==> config.mk <==
export PLATFORM = sky130hd
export DESIGN_NAME = operand_stream_adder_flat
export DESIGN_NICKNAME = d
export VERILOG_FILES = /design/src/rtl/operand_stream_adder_pkg.sv /design/src/rtl/operand_stream_adder_if.sv /design/src/rtl/operand_stream_adder_out_slot.sv /design/src/rtl/operand_stream_adder.sv /design/src/flat_wrapper.sv
export SDC_FILE = /design/constraint.sdc
export NUM_CORES = 1
export LEC_CHECK = 0
export BUFFER_PORTS_ARGS = -buffer_cell sky130_fd_sc_hd__buf_2
export CORE_MARGIN = 2
export CORE_UTILIZATION = 55
export CTS_CLUSTER_SIZE = 20
export DETAILED_ROUTE_END_ITERATION = 10
export HOLD_SLACK_MARGIN = 0.12
export PLACE_DENSITY = 0.78
export RECOVER_POWER = 100
export SYNTH_ARGS = -nofsm -noshare
export SYNTH_HDL_FRONTEND = slang
export SYNTH_SLANG_ARGS = --single-unit
export TNS_END_PERCENT = 100
==> constraint.sdc <==
create_clock -name clk -period 2.46 [get_ports clk]
set_input_delay 0.123 -clock clk [delete_from_list [all_inputs] [get_ports clk]]
set_output_delay 0.123 -clock clk [all_outputs]
set_load 0.1 [all_outputs]
==> src/rtl/operand_stream_adder_pkg.sv <==
// Shared types and width helpers for the operand stream adder.
package operand_stream_adder_pkg;

  // ACCUM: output slot free, groups may close.
  // STALL: output slot holds an unconsumed result; a closing operand must wait.
  typedef enum logic [0:0] {
    ACCUM = 1'b0,
    STALL = 1'b1
  } osa_state_e;

  // Sum width wide enough for group * (2^width - 1) without wrap.
  function automatic int osa_sum_w(input int width, input int group);
    return width + $clog2(group);
  endfunction

  // Counter width able to hold the value group itself.
  function automatic int osa_cnt_w(input int group);
    return $clog2(group + 1);
  endfunction

endpackage

==> src/rtl/operand_stream_adder_if.sv <==
// Operand input stream and result output stream of the operand stream adder.
interface operand_stream_adder_if
  import operand_stream_adder_pkg::*;
#(
  parameter int WIDTH = 8,
  parameter int GROUP = 9
);
  localparam int SUM_W = osa_sum_w(WIDTH, GROUP);
  localparam int CNT_W = osa_cnt_w(GROUP);

  logic             in_valid;
  logic             in_ready;
  logic [WIDTH-1:0] in_data;
  logic             in_last;
  logic             out_valid;
  logic             out_ready;
  logic [SUM_W-1:0] out_sum;
  logic [CNT_W-1:0] out_count;

  // Producer of operands and consumer of results.
  modport master (
    output in_valid, in_data, in_last, out_ready,
    input  in_ready, out_valid, out_sum, out_count
  );

  // The adder itself.
  modport slave (
    input  in_valid, in_data, in_last, out_ready,
    output in_ready, out_valid, out_sum, out_count
  );
endinterface

==> src/rtl/operand_stream_adder_out_slot.sv <==
// Single-entry output register with valid/ready handshake for completed groups.
module osa_out_slot #(
  parameter int SUM_W = 12,
  parameter int CNT_W = 4
) (
  input  logic             clk,
  input  logic             rst_n,
  input  logic             load_i,
  input  logic [SUM_W-1:0] load_sum_i,
  input  logic [CNT_W-1:0] load_count_i,
  input  logic             out_ready_i,
  output logic             out_valid_o,
  output logic [SUM_W-1:0] out_sum_o,
  output logic [CNT_W-1:0] out_count_o
);

  logic             valid_q, valid_d;
  logic [SUM_W-1:0] sum_q, sum_d;
  logic [CNT_W-1:0] count_q, count_d;

  // Load wins over drain so a close coinciding with a consume leaves no bubble;
  // data holds its last value after a drain.
  always_comb begin
    valid_d = valid_q;
    sum_d   = sum_q;
    count_d = count_q;
    if (load_i) begin
      valid_d = 1'b1;
      sum_d   = load_sum_i;
      count_d = load_count_i;
    end else if (out_ready_i) begin
      valid_d = 1'b0;
    end else begin
      valid_d = valid_q;
    end
  end

  // Output register with synchronous active-low reset.
  always_ff @(posedge clk) begin
    if (!rst_n) begin
      valid_q <= 1'b0;
      sum_q   <= '0;
      count_q <= '0;
    end else begin
      valid_q <= valid_d;
      sum_q   <= sum_d;
      count_q <= count_d;
    end
  end

  assign out_valid_o = valid_q;
  assign out_sum_o   = sum_q;
  assign out_count_o = count_q;

endmodule

==> src/rtl/operand_stream_adder.sv <==
// Accumulates unsigned operands into groups of GROUP (or fewer when in_last)
// and presents each group's sum and operand count on a valid/ready output.
module operand_stream_adder
  import operand_stream_adder_pkg::*;
#(
  parameter int WIDTH = 8,
  parameter int GROUP = 9
) (
  input logic                  clk,
  input logic                  rst_n,
  operand_stream_adder_if.slave bus
);

  localparam int SUM_W = osa_sum_w(WIDTH, GROUP);
  localparam int CNT_W = osa_cnt_w(GROUP);
  localparam logic [CNT_W-1:0] GROUP_C = CNT_W'(GROUP);

  osa_state_e       state_q, state_d;
  logic [SUM_W-1:0] acc_q, acc_d;
  logic [CNT_W-1:0] cnt_q, cnt_d;

  logic [SUM_W-1:0] sum_next_s;
  logic [CNT_W-1:0] cnt_next_s;
  logic             closing_s;
  logic             in_ready_s;
  logic             accept_s;
  logic             close_s;

  logic             slot_valid_s;
  logic [SUM_W-1:0] slot_sum_s;
  logic [CNT_W-1:0] slot_count_s;

  // Handshake decode; in_ready depends only on cnt, in_last, out_ready and
  // state so there is no path from in_valid to in_ready.
  always_comb begin
    cnt_next_s = cnt_q + CNT_W'(1);
    sum_next_s = acc_q + SUM_W'(bus.in_data);
    closing_s  = (cnt_next_s == GROUP_C) || bus.in_last;
    in_ready_s = !((state_q == STALL) && !bus.out_ready) || !closing_s;
    accept_s   = bus.in_valid && in_ready_s;
    close_s    = accept_s && closing_s;
  end

  // Accumulator and counter update; a closing operand clears both so the
  // next group starts from zero in the same cycle the result is loaded.
  always_comb begin
    acc_d = acc_q;
    cnt_d = cnt_q;
    if (close_s) begin
      acc_d = '0;
      cnt_d = '0;
    end else if (accept_s) begin
      acc_d = sum_next_s;
      cnt_d = cnt_next_s;
    end else begin
      acc_d = acc_q;
      cnt_d = cnt_q;
    end
  end

  // Next state: STALL whenever the output slot will hold a result.
  always_comb begin
    state_d = state_q;
    case (state_q)
      ACCUM: begin
        if (close_s) state_d = STALL;
        else         state_d = ACCUM;
      end
      STALL: begin
        if (close_s)            state_d = STALL;
        else if (bus.out_ready) state_d = ACCUM;
        else                    state_d = STALL;
      end
      default: state_d = ACCUM;
    endcase
  end

  // State, accumulator and counter registers with synchronous active-low reset.
  always_ff @(posedge clk) begin
    if (!rst_n) begin
      state_q <= ACCUM;
      acc_q   <= '0;
      cnt_q   <= '0;
    end else begin
      state_q <= state_d;
      acc_q   <= acc_d;
      cnt_q   <= cnt_d;
    end
  end

  osa_out_slot #(
    .SUM_W (SUM_W),
    .CNT_W (CNT_W)
  ) u_out_slot (
    .clk          (clk),
    .rst_n        (rst_n),
    .load_i       (close_s),
    .load_sum_i   (sum_next_s),
    .load_count_i (cnt_next_s),
    .out_ready_i  (bus.out_ready),
    .out_valid_o  (slot_valid_s),
    .out_sum_o    (slot_sum_s),
    .out_count_o  (slot_count_s)
  );

  assign bus.in_ready  = in_ready_s;
  assign bus.out_valid = slot_valid_s;
  assign bus.out_sum   = slot_sum_s;
  assign bus.out_count = slot_count_s;

endmodule

==> src/flat_wrapper.sv <==
// flat-port wrapper written by rule: the top's interface ports become plain ports
module operand_stream_adder_flat import operand_stream_adder_pkg::*;
#(
  parameter int WIDTH = 8,
  parameter int GROUP = 9
)
  (clk, rst_n, bus_in_valid, bus_in_data, bus_in_last, bus_out_ready, bus_in_ready, bus_out_valid, bus_out_sum, bus_out_count);
  operand_stream_adder_if #(.WIDTH(WIDTH), .GROUP(GROUP)) bus_i ();
  input logic clk;
  input logic rst_n;
  input wire logic [$bits(bus_i.in_valid)-1:0] bus_in_valid;
  input wire logic [$bits(bus_i.in_data)-1:0] bus_in_data;
  input wire logic [$bits(bus_i.in_last)-1:0] bus_in_last;
  input wire logic [$bits(bus_i.out_ready)-1:0] bus_out_ready;
  output wire logic [$bits(bus_i.in_ready)-1:0] bus_in_ready;
  output wire logic [$bits(bus_i.out_valid)-1:0] bus_out_valid;
  output wire logic [$bits(bus_i.out_sum)-1:0] bus_out_sum;
  output wire logic [$bits(bus_i.out_count)-1:0] bus_out_count;
  assign bus_i.in_valid = bus_in_valid;
  assign bus_i.in_data = bus_in_data;
  assign bus_i.in_last = bus_in_last;
  assign bus_i.out_ready = bus_out_ready;
  assign bus_in_ready = bus_i.in_ready;
  assign bus_out_valid = bus_i.out_valid;
  assign bus_out_sum = bus_i.out_sum;
  assign bus_out_count = bus_i.out_count;
  operand_stream_adder #(.WIDTH(WIDTH), .GROUP(GROUP)) u_core (.clk(clk), .rst_n(rst_n), .bus(bus_i));
endmodule
### After elaboration in Yosys (flattened, before gate mapping)

Cells that the tools add are included.

* mux-type cells: 6
* divide/modulo/power cells: 0
* $mul: 0
* add/sub/neg operators: 2
* shift operators: 0
* reductions and logical operators: 10
* bitwise gates (word level): 2
* eq/ne operators: 1
* $lt $le $gt $ge: 0

Operator list (number)
* 12-bit by 8-bit adder with 12-bit output: 1
* 1-bit 2-to-1 mux: 5
* 4-bit by 1-bit adder with 4-bit output, second input constant: 1
* 4-bit == test, second input constant: 1
* 1-bit logical AND: 3
* 1-bit logical NOT: 3
* 1-bit logical OR: 2
* 1-bit inverter: 2
* 1-bit one-hot mux with 2 select lines: 1
* 2-bit nonzero test: 1
* 2-bit OR reduction: 1

* RAM bits: 0
* memories kept: 0
* register bits: 34
* memory bits (read-only): 0
* logic and storage cells: 27
* output and inout port bits: 18
* bits in latches: 0
* bits of input ports: 13

### Depth between registers and ports, before layout

* word-level depth: 9
* depth in mapped cells: 8
* gate-level depth less buffers: 7

### Cells and area by module

A second synthesis with hierarchy kept.

* cell total of the unflattened synthesis: 198
* area, all modules: 1930.6 µm²

Modules (own cells, without submodules)
* operand_stream_adder: area each 1281.2 µm², instances 1, cells each 144
* osa_out_slot: area each 649.4 µm², instances 1, cells each 54

### Worst setup path after synthesis

OpenSTA, ideal clock, no wires.

* path type: flip-flop to flip-flop
* start: reg u_core.cnt_q[0]
* end: reg u_core.acc_q[2]
* path slack: 0.162 ns
* cell stages (with the launch flop): 7
* required time: 2.292 ns
* data arrival time: 2.130 ns
* buffers on the path: 0
* cell sequence: dfxtp_1 > inv_1 > ha_1 > a41o_1 > or2_2 > nand2_1 > a311oi_1

* word-level cells in the longest chain between the ends: 8

RTL lines
* from (decl): line operand_stream_adder.sv:20 `logic [CNT_W-1:0] cnt_q, cnt_d;`
* from (signal assigned): line operand_stream_adder.sv:87 `cnt_q <= cnt_d;`
* 4-bit by 1-bit adder with 4-bit output (*): line operand_stream_adder.sv:36 `cnt_next_s = cnt_q + CNT_W'(1);`
* net u_core.cnt_next_s[0]: line operand_stream_adder.sv:23 `logic [CNT_W-1:0] cnt_next_s;`
* 4-bit == test (*): line operand_stream_adder.sv:38 `closing_s = (cnt_next_s == GROUP_C) || bus.in_last;`
* 1-bit logical OR (*): line operand_stream_adder.sv:38
* 1-bit logical NOT (*): line operand_stream_adder.sv:39 `in_ready_s = !((state_q == STALL) && !bus.out_ready) || !closing_s;`
* 1-bit logical OR (*): line operand_stream_adder.sv:39
* net bus_in_ready: line flat_wrapper.sv:15 `output wire logic [$bits(bus_i.in_ready)-1:0] bus_in_ready;`
* 1-bit logical AND (*): line operand_stream_adder.sv:40 `accept_s = bus.in_valid && in_ready_s;`
* 1-bit logical AND: line operand_stream_adder.sv:41 `close_s = accept_s && closing_s;`
* 2-bit OR reduction (no source line)
* to (signal assigned): line operand_stream_adder.sv:82 `acc_q <= '0;`
* to (signal assigned): line operand_stream_adder.sv:86 `acc_q <= acc_d;`
* to (decl): line operand_stream_adder.sv:19 `logic [SUM_W-1:0] acc_q, acc_d;`

Mark *: on every way through the listed nets, which the timed path passes. The rest lies on a longest branch.
A chain may end at the register's enable or synchronous reset.

### Worst setup path in the final report

* start: reg u_core.cnt_q[0]
* end: reg u_core.acc_q[11]

* word-level cells in the longest chain between the ends: 8

RTL lines (line)
* 4-bit by 1-bit adder with 4-bit output (*): operand_stream_adder.sv:36
* net u_core.cnt_next_s[0]: operand_stream_adder.sv:23
* 4-bit == test (*): operand_stream_adder.sv:38
* 1-bit logical OR (*): operand_stream_adder.sv:38
* 1-bit logical NOT: operand_stream_adder.sv:39
* 1-bit logical OR: operand_stream_adder.sv:39
* 1-bit logical AND: operand_stream_adder.sv:40
* 1-bit logical AND: operand_stream_adder.sv:41
* 2-bit OR reduction (no source line)

Marked as above.

==> results.sh <==
export IMPL_netlist_top_cell_by_area="dfxtp_1"
export IMPL_cts_tree="yes"
export IMPL_path_clk_slew_ps=110
export IMPL_fmax_mhz=436
export IMPL_slew_headroom_pct=22.6
export IMPL_p_per_area_mw_per_mm2=642
export IMPL_numCtsBuffers=5
export IMPL_slew_violations=0
export IMPL_critical_path_arrival_ps=2560
export IMPL_switching_share_pct=36.7
export IMPL_core_area_mm2=0.00310
export IMPL_rsz0062_at_grt="no"
export IMPL_synth_nets=209
export IMPL_grt_usage_pct=25.5
export IMPL_yosys_top_cells_area="dfxtp_1 38%, ha_1 6.9%, a22o_1 5.3%"
export IMPL_port_buffers=30
export IMPL_ios=31
export IMPL_p_seq_share_pct=46.3
export IMPL_wire_per_inst_um=16.6
export IMPL_syn_area_mm2=0.00181
export IMPL_ir_drop_mv=0.334
export IMPL_finalCriticalPeriod_ps=2290
export IMPL_fp_row_count=20
export IMPL_worst_setup_path_start_kind="flip-flop"
export IMPL_drt_iter0_markers=104
export IMPL_finalCritPeriodShare_pct=93.1
export IMPL_vias=1598
export IMPL_clk_latency_ps=350
export IMPL_root_buffer="clkbuf_4"
export IMPL_worst_slew_pin_slew_ps=1170
export IMPL_grt_max_degree=18
export IMPL_dp_slack_ps=238
export IMPL_path_cells="inv_1, ha_1, nor4bb_1, a32oi_1, o211ai_2, or4_1, a21oi_1"
export IMPL_yosys_warnings=0
export IMPL_hold_start="bus_in_data[0]"
export IMPL_grt_remaining_overflow=0
export IMPL_switchingPower_uw=481
export IMPL_gp_congestion=0.852
export IMPL_die_x_um=61.4
export IMPL_die_area_mm2=0.00377
export IMPL_synth_top_flop_cell="dfxtp_1"
export IMPL_finClkSkew_ps=8.90
export IMPL_grt_pass1_vias=1456
export IMPL_power_leakage_uw=0.000854
export IMPL_async_reset_ff_share_pct=0
export IMPL_hold_worst_slack_ps=135
export IMPL_yosys_register_bits=34
export IMPL_setup_violations=0
export IMPL_synth_edff_count=0
export IMPL_syn_area_per_cell_um2=9.80
export IMPL_crit_type="flip-flop to flip-flop"
export IMPL_route_antenna_remaining_nets=0
export IMPL_hold_violations=0
export IMPL_internal_power_uw=829
export IMPL_synth_most_common_cell="dfxtp_1"
export IMPL_n_fill_cell=281
export IMPL_max_stage_delay_ps=560
export IMPL_dr_pass1_iters=4
export IMPL_synth_common_cells="34 x dfxtp_1, 11 x a21oi_1, 11 x a22o_1"
export IMPL_totalWireLength_mm=4.39
export IMPL_cp_slowest_cell="or4_1"
export IMPL_timing_final_ws_setup_ps=169
export IMPL_hp_class="primary input to flip-flop"
export IMPL_run_status="finished clean"
export IMPL_drc=0
export IMPL_finalNetCount=244
export IMPL_rrSetupSlack_ps=170
export IMPL_syn_inst=185
export IMPL_clock_sinks=34
export IMPL_cp_data_required_time_ps=2730
export IMPL_critPathLaunch="u_core.cnt_q[0]"
export IMPL_endpoint_kind="flip-flop"
export IMPL_cts_max_path_buffers=2
export IMPL_drt_vias_per_instance=6.03
export IMPL_layout_drive_gt1_share_pct=14.0
export IMPL_post_cts_buffers=0
export IMPL_regToRegStartpoint="u_core.cnt_q[0]"
export IMPL_yosysUniqueCellTypes=53
export IMPL_synth_top_cell_area_share_pct=37.5
export IMPL_maxCapViolations=0
export IMPL_power_frac_comb_pct=28.0
export IMPL_die_h_um=61.4
export IMPL_grt_pass1_wl_mm=6.84
export IMPL_syn_to_final_growth_pct=12.6
export IMPL_n_antenna_cell=0
export IMPL_antenna_found_initial=0
export IMPL_worst_path_max_fanout=17
export IMPL_setup_tns_ps=0
export IMPL_start_util_pct=58.4
export IMPL_p_clk_share_pct=25.7
export IMPL_hpwlAfterDp_mm=3.06
export IMPL_htreeDepth=2
export IMPL_ys_seq_area_share_pct=37.5
-- worst paths after layout --
path | cells after the start | end
hold reg to reg | 2 | u_core.acc_q[7]
setup / recovery | 7 | u_core.acc_q[11]
setup reg to reg | 7 | u_core.acc_q[11]
hold / removal | 3 | u_core.u_out_slot.out_sum_o[0]
-- sequential cells by signal, summed over array words and instances, names as in the netlist --
signal,count
u_core.acc_q,12
u_core.u_out_slot.out_sum_o,12
u_core.cnt_q,4
u_core.u_out_slot.out_count_o,4
u_core.state_q,1
u_core.u_out_slot.out_valid_o,1
-- layer usage --
metal	part of all wire [%]	wire length (um)	global-route usage (%)
met1	42	1820	30.0
met3	7.0	308	8.61
met5	0	0	0
met2	50	2200	42.7
met4	1.5	64	10.6
-- stage by stage --
stage               utilization (%)  instance area [um2]  std cells  total power (uW)
global route                   65.8                 2040        265              1370
detailed placement             64.0                 1980        254               984
finish                         65.8                 2040        265              1310
floorplan                         -                 1810        185               911
global placement               64.0                 1980        254               967
CTS                            66.9                 2070        265              1310
-- cells in the final DEF, fill, tap and decap left out, types with 3 or more instances in the layout --
master / instances
a22o_1: 11
ha_1: 10
buf_2: 12
nand2b_1: 3
dfxtp_1: 34
and2_1: 3
mux2i_1: 7
clkbuf_4: 5
a21oi_1: 11
or3_1: 5
nor2_1: 10
xor2_1: 4
o21ai_0: 9
a21o_1: 5
dlygate4sd3_1: 3
xnor2_1: 6
nand2_1: 8
inv_1: 4
clkbuf_1: 18
nand3_1: 4
-- cell families (layout without fill, tap and decap cells) --
family	count (synthesis)	count (layout)	share of synthesized area (%)
XOR/XNOR	10	10	4.83
multiplexers	7	7	3.86
flip-flops	34	34	37.5
AND/OR/NAND/NOR	44	44	12.9
buffers and inverters	12	48	3.73
AO/OA/AOI/OAI	67	67	29.1
adder cells (fa/ha/maj)	11	11	8.01
-- worst max-delay path, delay by kind of cell, from the launching register on --
kind / cells / cell delay (ps)
AND/OR/NAND/NOR: 2 / 700
AO/OA/AOI/OAI: 3 / 700
flip-flops: 1 / 440
adder cells (fa/ha/maj): 1 / 260
buffers and inverters: 1 / 120
-- power groups by stage --
stage / Combinational, uW / Clock (uW) / Sequential, uW
global route: 395 / 368 / 610
detailed placement: 366 / 0 / 618
floorplan: 180 / 0 / 731
finish: 367 / 337 / 607
global placement: 353 / 0 / 614
CTS: 372 / 334 / 605
-- timing repair --
item	CTS	global route
gates resized for setup	0	3
hold buffers	3	0
setup endpoints to repair	0	1
hold endpoints to repair	5	0
-- layout make-up --
| type | count | area [um2] | share of cell area, % |
|---|---|---|---|
| Multi-Input combinational cell | 139 | 1050 | 51.5 |
| Clock inverter | 1 | 5.00 | 0.245 |
| Clock buffer | 7 | 55.1 | 2.70 |
| Timing Repair Buffer | 35 | 175 | 8.58 |
| Inverter | 5 | 18.8 | 0.920 |
| Tap cell | 44 | 55.1 | 2.70 |
| Sequential cell | 34 | 681 | 33.4 |
Power figures use the tool's default switching activity.
